<file path="src/rtl/mem_arbiter_pkg.sv">
// Shared definitions for the fetch/LSU memory arbiter: RISC-V load/store
// funct3 encodings and the arbiter FSM state type.
package mem_arbiter_pkg;

    localparam logic [2:0] LS_LB  = 3'b000;
    localparam logic [2:0] LS_LH  = 3'b001;
    localparam logic [2:0] LS_LW  = 3'b010;
    localparam logic [2:0] LS_LBU = 3'b100;
    localparam logic [2:0] LS_LHU = 3'b101;

    localparam logic [2:0] LS_SB  = 3'b000;
    localparam logic [2:0] LS_SH  = 3'b001;
    localparam logic [2:0] LS_SW  = 3'b010;

    typedef enum logic [1:0] {
        IDLE    = 2'd0,
        RD_WAIT = 2'd1,
        RMW_RD  = 2'd2,
        RMW_WR  = 2'd3
    } state_e;

endpackage

</file>
<file path="src/rtl/mem_arbiter_ls_align.sv">
// Combinational LSU lane logic: load byte/halfword select with extension,
// store lane merge into an existing word, and misalign/illegal-type check.
module ls_align
    import mem_arbiter_pkg::*;
(
    input  logic        we,
    input  logic [2:0]  typ,
    input  logic [1:0]  lane,
    input  logic [31:0] wdata,
    input  logic [31:0] rword,
    output logic [31:0] ldata,
    output logic [31:0] mdata,
    output logic        err
);

    logic [31:0] shifted;
    logic [7:0]  sel_b;
    logic [15:0] sel_h;

    always_comb begin
        // Little-endian: lane n occupies bits [8n+7:8n].
        shifted = rword >> {lane, 3'b000};
        sel_b   = shifted[7:0];
        sel_h   = shifted[15:0];

        ldata = '0;
        case (typ)
            LS_LB:   ldata = {{24{sel_b[7]}}, sel_b};
            LS_LBU:  ldata = {24'h000000, sel_b};
            LS_LH:   ldata = {{16{sel_h[15]}}, sel_h};
            LS_LHU:  ldata = {16'h0000, sel_h};
            LS_LW:   ldata = rword;
            default: ldata = '0;
        endcase

        mdata = rword;
        case (typ)
            LS_SB:   mdata[{lane, 3'b000} +: 8]        = wdata[7:0];
            LS_SH:   mdata[{lane[1], 4'b0000} +: 16]   = wdata[15:0];
            default: mdata = wdata;
        endcase

        err = 1'b0;
        if (we) begin
            case (typ)
                LS_SB:   err = 1'b0;
                LS_SH:   err = lane[0];
                LS_SW:   err = |lane;
                default: err = 1'b1;
            endcase
        end else begin
            case (typ)
                LS_LB, LS_LBU: err = 1'b0;
                LS_LH, LS_LHU: err = lane[0];
                LS_LW:         err = |lane;
                default:       err = 1'b1;
            endcase
        end
    end

endmodule

</file>
<file path="src/rtl/mem_arbiter.sv">
// Round-robin arbiter sharing one single-port data memory between an
// instruction fetch port and a load/store unit with sub-word read-modify-write.
module mem_arbiter
    import mem_arbiter_pkg::*;
#(
    parameter int AW = 8
) (
    input  logic          clk,
    input  logic          rst_n,
    input  logic          if_req,
    input  logic [31:0]   if_addr,
    output logic          if_gnt,
    output logic          if_rvalid,
    output logic [31:0]   if_rdata,
    input  logic          ls_req,
    input  logic          ls_we,
    input  logic [31:0]   ls_addr,
    input  logic [31:0]   ls_wdata,
    input  logic [2:0]    ls_type,
    output logic          ls_gnt,
    output logic          ls_done,
    output logic [31:0]   ls_rdata,
    output logic          ls_err,
    output logic          mem_en,
    output logic          mem_we,
    output logic [AW-1:0] mem_addr,
    output logic [31:0]   mem_wdata,
    input  logic [31:0]   mem_rdata,
    output logic [1:0]    dbg_state
);

    state_e        state;
    logic          last_fetch;
    logic          rd_ls_q;
    logic [2:0]    typ_q;
    logic [1:0]    lane_q;
    logic [31:0]   wdata_q;
    logic [AW-1:0] addr_q;
    logic [31:0]   if_hold;
    logic [31:0]   ls_hold;
    logic          accepting;
    logic          chk_err;
    logic [31:0]   dat_ldata;
    logic [31:0]   dat_mdata;
    logic [31:0]   unused_ldata;
    logic [31:0]   unused_mdata;
    logic          unused_err;
    logic          unused_bits;

    // Live request fields: only the error check is consumed.
    ls_align u_chk (
        .we    (ls_we),
        .typ   (ls_type),
        .lane  (ls_addr[1:0]),
        .wdata (ls_wdata),
        .rword (mem_rdata),
        .ldata (unused_ldata),
        .mdata (unused_mdata),
        .err   (chk_err)
    );

    // Fields latched at grant: load extraction and store merge.
    ls_align u_dat (
        .we    (1'b1),
        .typ   (typ_q),
        .lane  (lane_q),
        .wdata (wdata_q),
        .rword (mem_rdata),
        .ldata (dat_ldata),
        .mdata (dat_mdata),
        .err   (unused_err)
    );

    assign unused_bits = ^{if_addr[31:AW+2], if_addr[1:0], ls_addr[31:AW+2]};

    // RD_WAIT only returns data and leaves the memory port free, so it
    // accepts a new grant like IDLE to allow back-to-back reads.
    assign accepting = rst_n && (state == IDLE || state == RD_WAIT);

    always_comb begin
        if_gnt = 1'b0;
        ls_gnt = 1'b0;
        if (accepting) begin
            if (if_req && ls_req) begin
                if (last_fetch) ls_gnt = 1'b1;
                else            if_gnt = 1'b1;
            end else if (if_req) begin
                if_gnt = 1'b1;
            end else if (ls_req) begin
                ls_gnt = 1'b1;
            end
        end
    end

    always_comb begin
        mem_en    = 1'b0;
        mem_we    = 1'b0;
        mem_addr  = '0;
        mem_wdata = '0;
        if (if_gnt) begin
            mem_en   = 1'b1;
            mem_addr = if_addr[AW+1:2];
        end else if (ls_gnt && !chk_err) begin
            mem_en   = 1'b1;
            mem_addr = ls_addr[AW+1:2];
            if (ls_we && ls_type == LS_SW) begin
                mem_we    = 1'b1;
                mem_wdata = ls_wdata;
            end
        end else if (state == RMW_RD) begin
            mem_en    = 1'b1;
            mem_we    = 1'b1;
            mem_addr  = addr_q;
            mem_wdata = dat_mdata;
        end
    end

    always_ff @(posedge clk or negedge rst_n) begin
        if (!rst_n) begin
            state      <= IDLE;
            last_fetch <= 1'b1;
            rd_ls_q    <= 1'b0;
            typ_q      <= '0;
            lane_q     <= '0;
            wdata_q    <= '0;
            addr_q     <= '0;
            if_hold    <= '0;
            ls_hold    <= '0;
            if_rvalid  <= 1'b0;
            ls_done    <= 1'b0;
            ls_err     <= 1'b0;
        end else begin
            if_rvalid <= 1'b0;
            ls_done   <= 1'b0;
            ls_err    <= 1'b0;
            if (state == RD_WAIT) begin
                if (rd_ls_q) ls_hold <= dat_ldata;
                else         if_hold <= mem_rdata;
            end
            case (state)
                IDLE, RD_WAIT: begin
                    state <= IDLE;
                    if (if_gnt) begin
                        last_fetch <= 1'b1;
                        rd_ls_q    <= 1'b0;
                        if_rvalid  <= 1'b1;
                        state      <= RD_WAIT;
                    end else if (ls_gnt) begin
                        last_fetch <= 1'b0;
                        typ_q      <= ls_type;
                        lane_q     <= ls_addr[1:0];
                        wdata_q    <= ls_wdata;
                        addr_q     <= ls_addr[AW+1:2];
                        if (chk_err) begin
                            ls_done <= 1'b1;
                            ls_err  <= 1'b1;
                            ls_hold <= '0;
                        end else if (!ls_we) begin
                            rd_ls_q <= 1'b1;
                            ls_done <= 1'b1;
                            state   <= RD_WAIT;
                        end else if (ls_type == LS_SW) begin
                            ls_done <= 1'b1;
                        end else begin
                            state <= RMW_RD;
                        end
                    end
                end
                RMW_RD: begin
                    state   <= RMW_WR;
                    ls_done <= 1'b1;
                end
                default: state <= IDLE;
            endcase
        end
    end

    assign if_rdata  = (state == RD_WAIT && !rd_ls_q) ? mem_rdata : if_hold;
    assign ls_rdata  = (state == RD_WAIT && rd_ls_q)  ? dat_ldata : ls_hold;
    assign dbg_state = state;

endmodule

</file>
<file path="config.mk">
export PLATFORM = sky130hd
export DESIGN_NAME = mem_arbiter
export DESIGN_NICKNAME = d
export VERILOG_FILES = /design/src/rtl/mem_arbiter_pkg.sv /design/src/rtl/mem_arbiter_ls_align.sv /design/src/rtl/mem_arbiter.sv
export SDC_FILE = /design/constraint.sdc
export NUM_CORES = 1
export LEC_CHECK = 0
export CORE_AREA = 4 4 128 130
export DETAILED_ROUTE_END_ITERATION = 7
export DIE_AREA = 0 0 132 134
export GPL_TIMING_DRIVEN = 0
export MAX_ROUTING_LAYER = met4
export PLACE_DENSITY = 0.8
export SLEW_MARGIN = 5
export SYNTH_ARGS = -nofsm -noshare
export SYNTH_HDL_FRONTEND = slang
export SYNTH_SLANG_ARGS = --single-unit
export TNS_END_PERCENT = 100
</file>
<file path="constraint.sdc">
create_clock -name clk -period 3.6 [get_ports clk]
set_input_delay 0.72 -clock clk [delete_from_list [all_inputs] [get_ports clk]]
set_output_delay 0.72 -clock clk [all_outputs]
set_load 0.02 [all_outputs]
</file>
# Word level (Yosys, flattened, before mapping)
# Index checks and enable logic that the tools add are counted.
[totals]
elab_cells = 115
ram_bits = 0
output_inout_bits = 113
latch_bits = 0
mem_count = 0
regBits = 116
mem_bits_ro = 0
[op_classes]
n_shift = 5
mul = 0
bitwise = 2
n_reduce_logical = 21
eq_ne = 12
add_sub_neg = 2
div_mod_pow = 0
order_cmp = 0
mux = 61
[ops]
columns = ["op", "count"]
rows = [
  ["32-bit 2-to-1 mux", 12],
  ["32-bit one-hot mux with 5 select lines", 1],
  ["32-bit bitwise mux", 2],
  ["32-bit one-hot mux with 2 select lines", 1],
  ["1-bit 2-to-1 mux", 33],
  ["16-bit by 7-bit variable shift with 32-bit output (first input constant)", 1],
  ["8-bit by 7-bit variable shift with 32-bit output (first input constant)", 1],
  ["16-bit by 7-bit variable part select with 32-bit output", 1],
  ["8-bit by 7-bit variable part select with 32-bit output", 1],
  ["32-bit by 5-bit right shift with 16-bit output", 1],
  ["8-bit 2-to-1 mux", 3],
  ["5-bit negator with 7-bit output", 2],
  ["3-bit equality test (second input constant)", 4],
  ["2-bit 2-to-1 mux", 5],
  ["2-bit OR reduction", 4],
  ["3-bit by 1-bit equality test with 1-bit output (second input constant)", 2],
  ["3-bit by 2-bit equality test with 1-bit output (second input constant)", 2],
  ["1-bit logical AND", 6],
  ["3-bit zero test", 2],
  ["1-bit one-hot mux with 3 select lines", 2],
  ["2-bit inequality test (second input constant)", 2],
  ["2-bit one-hot mux with 2 select lines", 1],
  ["2-bit AND reduction", 2],
  ["4-bit AND reduction", 1],
  ["9 further kinds", 11],
]

# Longest topological paths before layout
# Gate-level depths: netlist of run 1.
[depth]
word_depth = 8
ltp_mapped = 9
depth_no_buf = 6

# By module
# From an unflattened synthesis of run 1, not the netlist that was laid out.
[unflattened]
cells_unflattened = 951
area_unflattened_um2 = 9092.5
[by_module_without_submodules]
columns = ["module", "cells_each", "n_inst", "area_per_inst_um2"]
rows = [
  ["mem_arbiter", 367, 1, 5142.4],
  ["ls_align at u_chk", 290, 1, 2034.5],
  ["ls_align at u_dat", 294, 1, 1915.6],
]

# Worst setup path after synthesis of run 1
# Ideal clock, no wire load.
[synth_timing]
kind = "reg2out"
from = "reg lane_q[1]"
to = "out mem_wdata[30]"
n_path_buf = 2
slack_ns = 0.119
required_time_ns = 2.880
stages_incl_launch_ff = 8
arrival_time_ns = 2.761
path_cell_list = "dfrtp_1 > buf_1 > clkbuf_1 > inv_1 > ha_1 > nor4_2 > a221oi_1 > o31ai_1"
[synth_via]
elab_chain_len = 7
elab_cells_between_ends = 12
[synth_lines]
columns = ["item", "line_no", "text"]
rows = [
  ["start: declaration", "mem_arbiter.sv:36", "logic [1:0] lane_q;"],
  ["start signal: assignment", "mem_arbiter.sv:151", "lane_q <= ls_addr[1:0];"],
  ["5-bit negator with 7-bit output (on tied branches)", "mem_arbiter_ls_align.sv:39, mem_arbiter_ls_align.sv:38", ""],
  ["16-bit by 7-bit variable part select with 32-bit output (tied with other cells)", "mem_arbiter_ls_align.sv:39", "LS_SH: mdata[{lane[1], 4'b0000} +: 16] = wdata[15:0];"],
  ["32-bit bitwise mux (on tied branches)", "mem_arbiter_ls_align.sv:39, mem_arbiter_ls_align.sv:38", ""],
  ["32-bit one-hot mux with 2 select lines (*)", "mem_arbiter_ls_align.sv:37", "case (typ)"],
  ["32-bit 2-to-1 mux (*)", "mem_arbiter.sv:110", "end else if (state == RMW_RD) begin"],
  ["32-bit 2-to-1 mux (*)", "mem_arbiter.sv:103", "end else if (ls_gnt && !chk_err) begin"],
  ["32-bit 2-to-1 mux (*)", "mem_arbiter.sv:100", "if (if_gnt) begin"],
  ["end: declaration", "mem_arbiter.sv:27", "output logic [31:0] mem_wdata,"],
]
# Every way passes the cells marked *; elsewhere a longest branch is shown, timed or not.

# Worst setup path after layout of run 1
[layout_timing]
from = "in mem_rdata[23]"
to = "out ls_rdata[31]"
[layout_via]
elab_chain_len = 3
[layout_lines]
columns = ["item", "line_no", "text"]
rows = [
  ["start: declaration", "mem_arbiter.sv:28", "input logic [31:0] mem_rdata,"],
  ["32-bit by 5-bit right shift with 16-bit output", "mem_arbiter_ls_align.sv:22", "shifted = rword >> {lane, 3'b000};"],
  ["32-bit one-hot mux with 5 select lines", "mem_arbiter_ls_align.sv:27", "case (typ)"],
  ["32-bit 2-to-1 mux", "mem_arbiter.sv:179", "assign ls_rdata = (state == RD_WAIT && rd_ls_q) ? dat_ldata : ls_hold;"],
  ["end: declaration", "mem_arbiter.sv:22", "output logic [31:0] ls_rdata,"],
]
# Every way passes these cells.

==> results of run 1 <==
-- registers in the layout, summed over array words and instances (netlist names) --
signal / count
ls_hold: 32
if_rvalid: 1
typ_q: 3
ls_err: 1
rd_ls_q: 1
ls_done: 1
last_fetch: 1
if_hold: 32
wdata_q: 32
dbg_state: 2
addr_q: 8
lane_q: 2
-- worst max-delay path by stage --
stage | end | slack, ns | depth (start not counted)
floorplan | mem_wdata[30] | 0.12 | 7
global placement | ls_gnt | -5.39 | 7
detailed placement | mem_wdata[24] | -0.84 | 8
CTS | mem_wdata[22] | -0.02 | 8
global route | mem_wdata[23] | -0.01 | 9
finish | ls_rdata[31] | 0.02 | 7
-- cell type report --
| class | instances | area, um2 | area share (%) |
|---|---|---|---|
| multi-input cells | 489 | 3680 | 37.8 |
| flip-flops and latches | 116 | 2910 | 29.8 |
| repair buffers | 216 | 1970 | 20.2 |
| clock buffers | 22 | 484 | 4.97 |
| plain buffers | 59 | 302 | 3.10 |
| well taps | 188 | 235 | 2.41 |
| clock inverters | 9 | 103 | 1.05 |
| inverters | 15 | 60.1 | 0.616 |
-- cell usage after synthesis (2+ instances only) --
library cell	number
a221o_1	2
a211o_1	2
clkbuf_1	31
nor3b_1	2
nand3b_1	5
a31oi_1	3
a222oi_1	14
ha_1	5
or2_2	3
nand2_1	110
a221oi_1	22
mux2_2	65
a211oi_1	16
buf_1	9
o31ai_1	8
and3b_1	2
buf_2	18
and3_1	2
o22ai_1	9
inv_1	12
dfrtp_1	115
a21boi_2	8
a21oi_1	39
clkinv_1	3
a22oi_1	37
a31o_2	8
mux4_2	8
nand4_1	16
o2bb2ai_1	7
mux2i_1	8
o21ai_0	44
nor2_1	4
nor2b_1	16
or3_1	2
nand2b_1	5
-- critical path, cell delays in order --
cell and delay, ns:
clkdlybuf4s50_1 0.54, mux4_2 0.54, nor2b_1 0.16, o21ai_2 0.22, buf_4 0.23, a21oi_1 0.10, dlygate4sd2_1 0.34
-- layer usage --
| metal | part of all wire [%] | up-vias | wire length [um] | global-route usage, % |
|---|---|---|---|---|
| li1 | - | 3044 | - | - |
| met2 | 46 | 485 | 11600 | 44.1 |
| met3 | 11 | 88 | 2810 | 7.54 |
| met5 | 0 | - | 0 | - |
| met4 | 4.2 | 0 | 1050 | 11.5 |
| met1 | 39 | 3333 | 9700 | 35.4 |
-- logic make-up (layout without fill, tap and decap cells) --
group	Yosys count	count (layout)
AO/OA/AOI/OAI	229	229
AND/OR/NAND/NOR	174	174
flip-flops	116	116
multiplexers	81	81
buffers and inverters	75	321
adder cells (fa/ha/maj)	5	5
-- cell usage in the layout (no fill, tap or decap), drive strengths merged, types with 2 or more instances in the layout --
master,instances
clkinv,7
a31o,8
nor2,4
a211o,2
inv,11
a22oi,37
a222oi,14
o21ai,45
or2,4
o31ai,8
mux2,65
clkbuf,66
and3,2
nor2b,16
nand2b,5
clkdlybuf4s50,129
a31oi,3
o2bb2ai,7
a21oi,40
clkinvlp,4
nor3b,2
a211oi,17
a221o,2
dlygate4sd2,40
buf,60
a221oi,22
mux2i,8
nand3b,5
dfrtp,115
nand4,16
or3,2
bufinv,2
and3b,2
nand2,110
ha,5
a21boi,8
o22ai,9
mux4,8
-- power by group --
part | leakage, nW | internal [W] | switching, W
clock network | 0.284 | 0.00108 | 0.000602
logic | 2.42 | 0.00125 | 0.00154
registers | 1.45 | 0.00168 | 0.000209
-- per-stage QoR --
step           hold WS, ns  worst slack, ns  cell area, um2  util, %  cells
2_1_floorplan        0.424            0.119            6760        -    680
3_3_place_gp         0.478            -5.39            9020     59.5   1070
3_5_place_dp         0.486           -0.844            9040     59.7   1071
4_1_cts              0.228          -0.0200            9700     64.1   1108
5_1_grt              0.184          -0.0117            9740     64.3   1114
6_report             0.171           0.0212            9740     64.3   1114
-- timing repair --
action | CTS | global route
pin swaps | 6 | 2
setup endpoints to repair | 97 | 47
resized for setup | 179 | 58
setup buffers | 7 | 6
==> results, run 1 <==
- The synthesized netlist devotes 0.926% of its cell area to adder and majority cells.
- For the worst setup path, the data arrival time is around 2.9 ns.
- The critical path start-end classification is in2out.
- The first global-routing pass estimated around 38,000 um of wire.
- The maximum root-to-sink buffer count is 2.
- The endpoint identified for the worst register-to-register timing path is ls_hold[19].
- The largest voltage drop on the vdd net is 0.446 mV.
- The synthesized design spends more area on one cell type than any other, namely dfrtp_1.
- The worst setup path is captured at an output pin.
- In this run, post-CTS hold repair placed 0 buffers.
- The maximum number of pins on one net before global-route repair is between 60 and 70.
- Once the floorplan was initialized, standard cells occupied between 40 and 50% of the core.
- For this run, the leading register cell type out of synthesis is dfrtp_1.
- The worst pin sits at a relative slew slack of roughly half.
- The simple logic cell fraction of the synthesized area is approximately 12%.
- A synthesized cell averages a little under 10 um2.
- The min-delay analysis places its worst path in the category in2async.
- In the final routed layout, each cell accounts on average for 22.6 um.
- The ratio of routed vias to standard cells is between 6 and 7.
- The largest family of logic cells by synthesized area is compound AO/OA/AOI/OAI gates.
- The launching element type of the critical path is an input pin.
- The number of antenna-violating nets in the routed design is 0.
- The die is about 130 um wide.
- Of the total synthesized cell area, the portion taken by XOR and XNOR cells is 0%.
- The multiplexer fraction of the synthesized cell area is around 15%.
- The total of endpoints with negative setup slack in the final report is 0.
- The overall die area is 17,700 um2.
- The slew at the pin closest to its max-slew limit is between 0.7 and 0.8 ns.
- The worst path required time is between 2 and 3 ns.
- For this design the top-level I/O count stands at about 250.
- The number of pins exceeding their max-slew limit in the final report is 0.
- The sequential share of the synthesized area is a little over two fifths.
- The total congestion overflow is 0.
- The number of nets in the final layout is 1,055.
- In this run the power density over the cells is 653 nW/um2.
- The via count of the first global-routing pass is about 6,700.
- The total number of H-tree levels is 4.
- Of all flip-flops after synthesis, the portion carrying an async set or reset was 100%.
- The final routed DRC violation total is 0.
- The buffer type at the clock tree root is clkbuf_16.
- The total power draw is around 0.0064 W.
- The worst register-to-register path has a depth of 7.
- After the first detailed-routing iteration, the DRC count stood at between 900 and 1,000.
- The worst register-to-register path begins at lane_q[0].
- The area added between synthesis and finish is 44.1%.
- Global routing used about 28% of the available tracks.
- The clock insertion delay at the later pin of the skew report is approximately 0.42 ns.
- The total number of vias is 6,950.
- The run finished with clean final reports.
- Summed over its instances, the top area cell type makes up between 40% and 50% of the synthesized netlist area.
- The net count after synthesis is between 800 and 900.
- The number of clock sinks seen by CTS is 116.
- In the final layout, the share of cells above drive strength 1 is between 20% and 30%.
- The share of the clock period used by the worst path is slightly below 100%.
- The count of state elements after synthesis is about 120.
- The final HPWL from detailed placement is roughly 18,000 um.
- The clock-pin transition on the worst setup and hold timing paths is around 0.050 ns.
- The clock skew after layout is between 0.009 and 0.01 ns.
- The minimum clock period is around 3.6 ns.
- By area the synthesized netlist is led by dfrtp_1 43%, mux2_2 11%, nand2_1 6.1%.
- For this run, the number of Yosys warnings is 0.
- The worst reg-to-reg setup slack is about 1.2 ns.
- The number of buffers added by the clock tree synthesis step is 17.
- The die is about 130 um tall.
- The fill cell total of the finished layout is 1,211.
- Timing would allow up to about 280 MHz.
- The most critical setup path has its startpoint at mem_rdata[23].
- The number of maximum-capacitance constraint violations is 0.
- The number of distinct library cells after synthesis is 55.
- The number of enable flip-flop cells after synthesis is 0.
- Summed over all layers, the routed wires come to 25,200 um.
- In this run the tool buffered the top-level ports with 202 buffer cells.
- In this run the cell area of the synthesized design comes to between 6000 and 7000 um2.
- In this run the static leakage power is 4.16 nW.
- The number of antenna violations at the first check in global routing is 0.
- In the final timing run, aggregate negative setup slack is 0 ns.
- The hold violation count in the final report is 0.
- The floorplan has 45 rows.
- The synthesized-area fraction occupied by ao, oa, aoi and oai cells is approximately 24%.
- Along the worst path, the maximum fanout reaches 10.
- The number of antenna diodes in the final layout is 0.
- The total area inside the core boundary comes to 15,100 um2.
- Counting every instance in the synthesized netlist gives between 600 and 700.
- The routability congestion estimate from global placement is between 0.9 and 1.
- The pre-antenna-repair detailed-routing pass consisted of 7 iterations.
- The TritonCTS clock tree is yes.
(Power assumes the default switching activity.)
==> run 2, diff against run 1 <==
--- a/config.mk
+++ b/config.mk
@@ -5,12 +5,13 @@
 export SDC_FILE = /design/constraint.sdc
 export NUM_CORES = 1
 export LEC_CHECK = 0
-export CORE_AREA = 4 4 128 130
+export CORE_AREA = 4 4 123 125
 export DETAILED_ROUTE_END_ITERATION = 7
-export DIE_AREA = 0 0 132 134
+export DIE_AREA = 0 0 127 129
 export GPL_TIMING_DRIVEN = 0
 export MAX_ROUTING_LAYER = met4
-export PLACE_DENSITY = 0.8
+export PLACE_DENSITY = 0.86
+export RECOVER_POWER = 25
 export SLEW_MARGIN = 5
 export SYNTH_ARGS = -nofsm -noshare
 export SYNTH_HDL_FRONTEND = slang
==> constraint.sdc (replaced) <==
create_clock -name clk -period 4.2 [get_ports clk]
set_input_delay 0.84 -clock clk [delete_from_list [all_inputs] [get_ports clk]]
set_output_delay 0.84 -clock clk [all_outputs]
set_load 0.02 [all_outputs]
==> run 2 against run 1 <==
Against the previous run: the flow now finishes with violations (max-capacitance violations, max-slew violations); register-to-register slack improved by 0.56 ns; non-clock buffer count down 9; combinational power is 18% lower; critical path depth is the same; critical endpoint is now mem_wdata[1].
==> results, run 2 (synthesis gave the netlist of run 1 again) <==
- The number of clock sinks seen by CTS is 116 (unchanged).
- The overall die width is 127 um (was 132 um).
- The number of maximum-capacitance constraint violations is 1 (was 0).
- Status: finished with violations (was complete, no violations).
- Static timing analysis puts the maximum clock frequency at 240 MHz.
- The clock skew after layout is 0.00757 ns (was 0.00956 ns).
- The leakage power figure is 4.08 nW (was 4.16 nW).
- The worst path uses roughly 99% of the clock period.
- The top-level port count came to 249 (unchanged).
- The portion of total power attributed to sequential cells is 29.7% (about the same).
- The max-slew headroom at the worst pin came to -13.1% (was 51.7%).
- The wire length reported by the detailed router was 24,900 um (was 25,200 um).
- The TritonCTS clock tree was yes (unchanged).
- The number of pins exceeding their max-slew limit in the final report was 70 (was 0).
- The relative contribution of the clock network to total power came to 28.2% (was 26.5%).
- The global-route wire length before repair is 38,100 um (was 37,700 um).
- The start of the worst register-to-register path is dbg_state[1] (was lane_q[0]).
- The height of the die is 129 um (was 134 um).
- The endpoint of the worst-slack reg-to-reg timing path is ls_hold[19] (unchanged).
- The highest fanout seen on the critical path was 6 (was 10).
- The number of antenna-violating nets in the routed design is 0 (unchanged).
- The area added between synthesis and finish is 43.1% (was 44.1%).
- The critical path's largest stage delay was 0.64 ns (was 0.54 ns).
- In this design, the critical path's most frequently occurring cell is clkdlybuf4s50_1.
- The launching element of the worst setup path is ls_type[2] (was mem_rdata[23]).
- The via count of the first global-routing pass is 6,870 (was 6,708).
- The clock insertion delay at the later pin of the skew report is 0.42 ns (about the same).
- The number of antenna diodes came to 0 (unchanged).
- The type of the worst min-delay path is in2async (unchanged).
- Worst path cell trace: clkdlybuf4s50_1, or4_4, a2111oi_4, buf_4, nand2_1, o21ai_0, clkdlybuf4s50_1 (was clkdlybuf4s50_1, mux4_2, nor2b_1, o21ai_2, buf_4, a21oi_1, dlygate4sd2_1).
- The most frequent standard cell in the layout excluding fill and tap cells is clkdlybuf4s50_1 (unchanged).
- The worst path required time is 3.36 ns (was 2.88 ns).
- The number of nets in the final layout is 1,046 (was 1,055).
- The final routed DRC violation total is 0 (unchanged).
- The internal portion of total power was 0.00350 W (was 0.00401 W).
- Setup repair after global routing left no endpoint under its margin.
- The worst reg-to-reg setup slack came to 1.77 ns (was 1.21 ns).
- The hold violation count in the final report is 0 (unchanged).
- The maximum root-to-sink buffer count is 2 (unchanged).
- The initial core utilization is 48.7% (was 44.6%).
- The largest voltage drop on the vdd net came to 0.337 mV (was 0.446 mV).
- Largest registers in the final layout: if_hold: 32 flops, ls_hold: 32 flops, wdata_q: 32 flops (unchanged).
- Leading cell types in the layout, fill and taps excluded: 158 x clkdlybuf4s50_1, 115 x dfrtp_1, 110 x nand2_1 (was 129 x clkdlybuf4s50_1, 113 x dfrtp_1, 110 x nand2_1).
- The net switching component of the power is 0.00197 W (was 0.00235 W).
- The slew at the pin closest to its max-slew limit came to 1.70 ns (was 0.711 ns).
- The cell area power density is 566 nW/um2 (was 653 nW/um2).
- The share of layout cells above drive strength 1 is 18.4% (was 24.4%).
- The post-route core utilization came to 69.7% (was 64.3%).
- The launching element type of the critical path is an input pin (unchanged).
- The per-cell routed wire length is 22.7 um (was 22.6 um).
- The cell with the largest stage delay on the worst path is clkdlybuf4s50_1 (unchanged).
- The worst path setup slack after routing was 0.0328 ns (was 0.0212 ns).
- The maximum number of pins on one net before global-route repair came to 70 (was 65).
- The number of iterations in the first detailed-routing pass is 6 (was 7).
- The total congestion overflow was 0 (unchanged).
- The total number of vias is 6,975 (was 6,950).
- The number of antenna violations at the first check in global routing was 0 (unchanged).
- The final reports fail on max-capacitance violations, max-slew violations.
- The ratio of routed vias to standard cells came to 6.36 (was 6.24).
- The final HPWL from detailed placement is 18,100 um (about the same).
- The standard cell core area is 13,900 um2 (was 15,100 um2).
- The endpoint type of the worst setup path was an output pin (unchanged).
- The overall fraction of global-route tracks in use was 30.9% (was 28.4%).
- The critical path start-end classification was in2out (unchanged).
- The total number of H-tree levels is 4 (unchanged).
- The buffer type at the clock tree root is clkbuf_16 (unchanged).
- The number of buffers added on ports came to 202 (unchanged).
- The clock-pin transition on the worst setup and hold timing paths came to 0.05 ns (about the same).
- The combinational power share was 42.1% (was 43.9%).
- The pre-CTS setup slack was -0.330 ns (was -0.844 ns).
- The starting DRC count in detailed routing is 928 (was 901).
- The hold buffer count at cts is 0 (unchanged).
- The total of endpoints with negative setup slack in the final report is 0 (unchanged).
- The logic depth of the worst register-to-register path is 7 (unchanged).
- The routability congestion estimate from global placement was 0.967 (was 0.972).
- The number of buffers added by the clock tree synthesis step is 17 (unchanged).
- The minimum clock period is 4.17 ns.
- The overall die area is 16,400 um2 (was 17,700 um2).
- The number of standard-cell rows in the floorplan was 43 (was 45).
- The arrival time reported for the critical path endpoint is 3.33 ns (was 2.86 ns).
- The switching share of power is 36.0% (was 36.9%).
- The total power draw is 0.00547 W (was 0.00636 W).
-- run 2: changes by cell type in the layout (fill, tap and decap cells not counted), moves of 3 or more --
cell,change
a221oi_1,+6
a221oi_2,-5
buf_1,+3
buf_2,-12
buf_4,-17
clkbuf_1,+8
clkbuf_2,-9
clkdlybuf4s15_1,+6
clkdlybuf4s50_1,+29
clkinvlp_4,-3
dlygate4sd2_1,-20
dlymetal6s2s_1,+6
o21ai_0,+4
o21ai_1,-4
-- run 2: power by group through the flow --
stage	clock network [W]	logic, W	registers (W)
floorplan	0	0.00138	0.00156
global placement	0	0.00222	0.00162
detailed placement	0	0.00226	0.00163
CTS	0.00155	0.00227	0.00162
global route	0.00161	0.00245	0.00166
finish	0.00155	0.00230	0.00163
-- run 2: worst max-delay path by stage --
stage,endpoint,depth (start not counted)
finish,mem_wdata[1],7
global route,mem_wdata[1],7
CTS,mem_addr[3],7
global placement,ls_gnt,7
detailed placement,mem_wdata[28],8
floorplan,mem_wdata[30],7
-- run 2: metal layers --
layer  track usage, %  part of all wire, %  up-vias
li1                 -                    -     3038
met3             6.89                  9.5      115
met2             47.9                   47      462
met1             39.0                   39     3360
met4             13.9                  4.5        0
met5                -                    0        -
-- run 2: repair_timing --
| item | in CTS | in global routing |
|---|---|---|
| pin swaps | 2 | 2 |
| setup endpoints to repair | 66 | 48 |
| resized for setup | 44 | 49 |
| buffers inserted | 2 | 2 |
-- run 2: area by class of cell --
cell class | count | area [um2]
Clock buffer | 22 | 474
Inverter | 15 | 56.3
Buffer | 59 | 273
Clock inverter | 9 | 151
Sequential cell | 116 | 2900
Timing Repair Buffer | 207 | 2010
Tap cell | 180 | 225
Fill cell | 1062 | 4210
Multi-Input combinational cell | 489 | 3580
-- run 2: stage by stage --
| stage | area (um2) | std cells | hold slack, ns | TNS [ns] |
|---|---|---|---|---|
| 6_report | 9670 | 1097 | 0.317 | 0 |
| 5_1_grt | 9670 | 1097 | 0.341 | 0 |
| 4_1_cts | 9650 | 1095 | 0.334 | 0 |
| 3_5_place_dp | 9030 | 1063 | 0.486 | -9.75 |
| 3_3_place_gp | 9010 | 1062 | 0.478 | -787.61 |
| 2_1_floorplan | 6760 | 680 | 0.456 | 0 |
-- run 2: worst max-delay path: cells and delay by family --
family,cells,cell delay (ns)
buffers and inverters,3,1.36
AOI/OAI and AO/OA,2,0.45
and+or+nand+nor,2,0.67
